`src/rtl/fetch_pc_unit.sv`:
```
// Fetch-stage program counter with a direct-mapped branch target buffer.
// The BTB is read combinationally at the current fetch address to choose the
// next PC. Execute-stage resolutions train it one clock edge later. A
// mispredict redirect overrides both prediction and stall.
module fetch_pc_unit #(
  parameter logic [31:0] RESET_PC    = 32'h0000_0000,
  parameter int          BTB_ENTRIES = 16
) (
  input  logic        clk,
  input  logic        rst,
  input  logic        en,
  input  logic        mispredict,
  input  logic [31:0] redirect_pc,
  input  logic        upd_valid,
  input  logic [31:0] upd_pc,
  input  logic        upd_taken,
  input  logic [31:0] upd_target,
  output logic [31:0] pc_out,
  output logic [31:0] pc4_out,
  output logic        prediction_out,
  output logic        flush_out
);

  localparam int IDX   = $clog2(BTB_ENTRIES);
  localparam int TAG_W = 30 - IDX;

  // Word-aligned PC: only bits [31:2] are stored, so bits [1:0] are always zero.
  logic [29:0] pc_q, pc_d;

  // BTB storage, one register set per entry so that reset can clear every entry at once.
  logic             valid_q [BTB_ENTRIES];
  logic [TAG_W-1:0] tag_q   [BTB_ENTRIES];
  logic [29:0]      tgt_q   [BTB_ENTRIES];
  logic [1:0]       ctr_q   [BTB_ENTRIES];

  // Lookup side (fetch address).
  logic [IDX-1:0]   rd_idx;
  logic [TAG_W-1:0] rd_tag;
  logic             rd_hit;
  logic [29:0]      pred_tgt;

  // Update side (resolved instruction from execute).
  logic [IDX-1:0]   wr_idx;
  logic [TAG_W-1:0] wr_tag;
  logic             wr_hit;
  logic [1:0]       wr_ctr_d;

  // The two low address bits of these inputs do not matter for word-aligned fetch.
  logic unused_low_bits;
  assign unused_low_bits = ^{upd_pc[1:0], upd_target[1:0], redirect_pc[1:0]};

  assign pc_out    = {pc_q, 2'b00};
  assign pc4_out   = pc_out + 32'd4;
  assign flush_out = mispredict;

  // Combinational BTB read at the current fetch address.
  // It sees pre-update contents when an update targets the same entry.
  always_comb begin
    rd_idx         = pc_q[IDX-1:0];
    rd_tag         = pc_q[29:IDX];
    rd_hit         = valid_q[rd_idx] && (tag_q[rd_idx] == rd_tag);
    pred_tgt       = tgt_q[rd_idx];
    prediction_out = rd_hit && ctr_q[rd_idx][1];
  end

  // Decode the resolved branch against the BTB and form its trained counter value.
  always_comb begin
    wr_idx   = upd_pc[IDX+1:2];
    wr_tag   = upd_pc[31:IDX+2];
    wr_hit   = valid_q[wr_idx] && (tag_q[wr_idx] == wr_tag);
    wr_ctr_d = ctr_q[wr_idx];
    if (upd_taken) begin
      if (ctr_q[wr_idx] != 2'b11) wr_ctr_d = ctr_q[wr_idx] + 2'd1;
    end else begin
      if (ctr_q[wr_idx] != 2'b00) wr_ctr_d = ctr_q[wr_idx] - 2'd1;
    end
  end

  // Next-PC priority: redirect, then stall, then predicted target, then sequential.
  always_comb begin
    pc_d = pc4_out[31:2];
    if (mispredict) begin
      pc_d = redirect_pc[31:2];
    end else if (!en) begin
      pc_d = pc_q;
    end else if (prediction_out) begin
      pc_d = pred_tgt;
    end
  end

  // PC register. Reset has priority over everything else.
  always_ff @(posedge clk) begin
    if (!rst) begin
      pc_q <= RESET_PC[31:2];
    end else begin
      pc_q <= pc_d;
    end
  end

  for (genvar gi = 0; gi < BTB_ENTRIES; gi++) begin : g_btb
    logic sel;
    assign sel = upd_valid && (wr_idx == IDX'(gi));

    // Entry training: a hit bumps the counter (and the target if taken).
    // A taken miss allocates the entry with a weakly-taken counter.
    // A not-taken miss leaves the entry alone.
    always_ff @(posedge clk) begin
      if (!rst) begin
        valid_q[gi] <= 1'b0;
        tag_q[gi]   <= '0;
        tgt_q[gi]   <= '0;
        ctr_q[gi]   <= 2'b01;
      end else if (sel) begin
        if (wr_hit) begin
          ctr_q[gi] <= wr_ctr_d;
          if (upd_taken) tgt_q[gi] <= upd_target[31:2];
        end else if (upd_taken) begin
          valid_q[gi] <= 1'b1;
          tag_q[gi]   <= wr_tag;
          tgt_q[gi]   <= upd_target[31:2];
          ctr_q[gi]   <= 2'b10;
        end
      end
    end
  end

endmodule

```
`config.mk`:
```
export PLATFORM = sky130hd
export DESIGN_NAME = fetch_pc_unit
export DESIGN_NICKNAME = d
export VERILOG_FILES = /design/src/rtl/fetch_pc_unit.sv
export SDC_FILE = /design/constraint.sdc
export NUM_CORES = 2
export LEC_CHECK = 0
export ABC_AREA = 0
export BUFFER_PORTS_ARGS = -buffer_cell sky130_fd_sc_hd__buf_2
export CAP_MARGIN = 30
export CORE_MARGIN = 8
export CORE_UTILIZATION = 40
export CTS_CLUSTER_DIAMETER = 40
export DETAILED_ROUTE_END_ITERATION = 7
export PLACE_DENSITY = 0.55
export SYNTH_ARGS = -nofsm -noshare
export SYNTH_HDL_FRONTEND = slang
export SYNTH_SLANG_ARGS = --single-unit
export TNS_END_PERCENT = 10
```
`constraint.sdc`:
```
create_clock -name clk -period 8.75 [get_ports clk]
set_input_delay 1.3125 -clock clk [delete_from_list [all_inputs] [get_ports clk]]
set_output_delay 1.3125 -clock clk [all_outputs]
set_load 0.01 [all_outputs]
```
==> results.toml <==
[synthesis]
synth_seq_cells = 978
synth_top_area_share_pct = 56.9
synth_warnings = 0
synth_edf_count = 943
async_reset_ff_share_pct = 0
netlist_top_cells_area = "edfxtp_1 57%, mux4_2 16%, and2_1 6.4%, and3_1 5.4%, clkbuf_1 2.2%"
yosysMostFrequentCell = "edfxtp_1"
synth_area_leader_cell = "edfxtp_1"
netlist_area_um2 = 49700
synth_cells = 3469
synth-seq-area-share_pct = 58.3
ys_types = 64
yosys-top-cells-count = "943 x edfxtp_1, 505 x and2_1, 432 x and3_1"
avgSynthCellArea_um2 = 14.3
synth_flop_cell = "edfxtp_1"

[clocking]
cts_buffers = 154
postCtsSetupBuffers = 0
cts_tree = "yes"
cts-resized-gates = 0
cts.clk_slew.worst_paths_ns = 0.05
root_buffer = "clkbuf_16"
cts_max_path_buffers = 3
clkLatencyLatePin_ns = 0.76
hold_buffers = 0
clock_sinks = 978
htreeDepth = 4

[pwr]
total_power_mw = 13.1
p_leak_nw = 21.1
power.density_nw_per_um2 = 227
ir_worst_vdd_uv = 196

[sta]
timing.final.crit_share_pct = 82.2
setup_tns_ns = 0
period_minus_slack_ns = 7.19
final.setup_skew_ns = 0.0362
hold_violations = 0
tightestPinTransition_ns = 1.28
setup_viol = 0
rsz0062_at_grt = "false"
holdWs_ns = 0.521
slew_headroom_pct = 14.5
slew_violations = 0
max_freq_mhz = 139
setup_ws_ns = 1.56

[global_routing]
grt_pass1_wl_um = 254000
overflow = 0
grt_start_max_net_pins = 314
antenna_found_initial = 30
grt_pass1_vias = 32900
track_usage_pct = 26.0

[critical_path]
worstPathRequired_ns = 7.44
cp_max_fo = 33
crit_arrival_ns = 5.88
critPathLaunchType = "flop"
endpoint_kind = "output pin"
crit_type = "reg2out"

[drt]
drtIter0Drc = 4721
wl_per_cell_um = 34.3
postRouteWirelength_um = 181000
postRouteAntennaNets = 0
drt-pass1-iter-count = 5
vias = 33200
drc = 0
viasPerCell = 6.28

[placement]
place_congestion = 0.867
hpwlAfterDp_um = 99400
dp_slack_ns = 2.04
portBuffers = 157

[flow_run]
cap_violations = 0

[floorplanning]
dieArea_um2 = 136000
initial_core_util_pct = 40.2
chipHeight_um = 369
pin_count = 168
die_w_um = 369
core_um2 = 124000
num_rows = 129

[finish]
nFillCells = 10900
drive_above_1_share_pct = 25.6
syn2layout_area_growth_pct = 15.7
nets = 3620

[worst_hold_path]
hp-class = "reg2reg"

[run_status]
status = "finished clean"
sequential cells by signal, summed over array words and instances, names as in the netlist, named ones only:
| name | flops |
|---|---|
| tgt_q | 480 |
| tag_q | 416 |
| ctr_q | 32 |
| pc_q | 30 |
| valid_q | 16 |
report_power, final:
part / switching [mW] / internal, mW / total (mW)
clock: 2.34 / 3.77 / 6.11
sequential: 0.166 / 5.40 / 5.57
combinational: 0.828 / 0.562 / 1.39
total: 3.34 / 9.73 / 13.1
cell type report:
type / instances / area, µm² / area share (%)
clock buffers: 178 / 4010 / 6.96
inverters: 37 / 141 / 0.246
repair buffers: 263 / 1770 / 3.07
diodes: 11 / 27.5 / 0.0478
clock inverters: 104 / 1130 / 1.96
multi-input cells: 2083 / 19400 / 33.7
well taps: 1637 / 2050 / 3.56
flip-flops and latches: 978 / 29000 / 50.4
through the flow:
step	util (%)	cell area (µm²)	std cells
3_3_place_gp	42.2	52200	4987
5_1_grt	46.5	57500	5282
4_1_cts	46.5	57500	5279
6_report	46.6	57600	5291
2_1_floorplan	-	49800	3472
3_5_place_dp	42.4	52400	4997
final timing paths:
path / endpoint / cells past startpoint / startpoint / slack [ns]
worst max-delay path: prediction_out / 9 / flop / 1.56
worst min-delay path: valid_q[8] / 1 / valid_q[8] / 0.52
worst max register to register: pc_q[1] / 10 / flop / 2.80
worst min register to register: valid_q[8] / 1 / valid_q[8] / 0.52
cell usage in the layout, fill, tap and decap left out, types with 18 or more instances in the layout:
cell type	netlist	final
a21oi_1	64	49
a22oi_1	21	21
and2_1	505	505
and3_1	432	431
buf_2	47	156
buf_4	22	93
clkbuf_1	289	21
clkbuf_16	0	157
clkinv_1	3	22
dfxtp_1	35	31
edfxtp_1	943	943
inv_1	34	33
mux2i_1	93	93
mux4_2	356	356
nand2_1	101	82
nand3_1	73	73
nand4_1	52	52
nor2_1	68	52
nor3_1	19	18
o211ai_1	35	35
o21ai_0	33	33
o31a_1	18	18
xnor2_1	61	61
xor2_1	20	20
routing by layer:
metal  GRT usage, %  part of all wire (%)  vias up
met3           5.12                    10      405
met2           40.8                    46     2037
li1               -                     -    13500
met5              0                 0.035        -
met4           9.19                   3.6       10
met1           36.2                    40    17200
critical path: stages, from the launching register on:
cell	delay, ns
dfxtp_4	0.71
buf_4	0.60
buf_4	0.68
mux4_2	0.60
mux2i_1	0.19
xnor2_1	0.14
a211oi_1	0.84
and3_2	0.78
and2_1	0.32
buf_2	0.17
cells by family after synthesis:
| kind of cell | synth area share [%] |
|---|---|
| compound gates | 3.35 |
| xor+xnor | 1.43 |
| fa+ha+maj | 0.0252 |
| buf+inv | 3.39 |
| simple gates | 15.3 |
| other cells | 0.00754 |
| flops | 58.3 |
| mux | 18.2 |
Power figures use the tool's default switching activity.
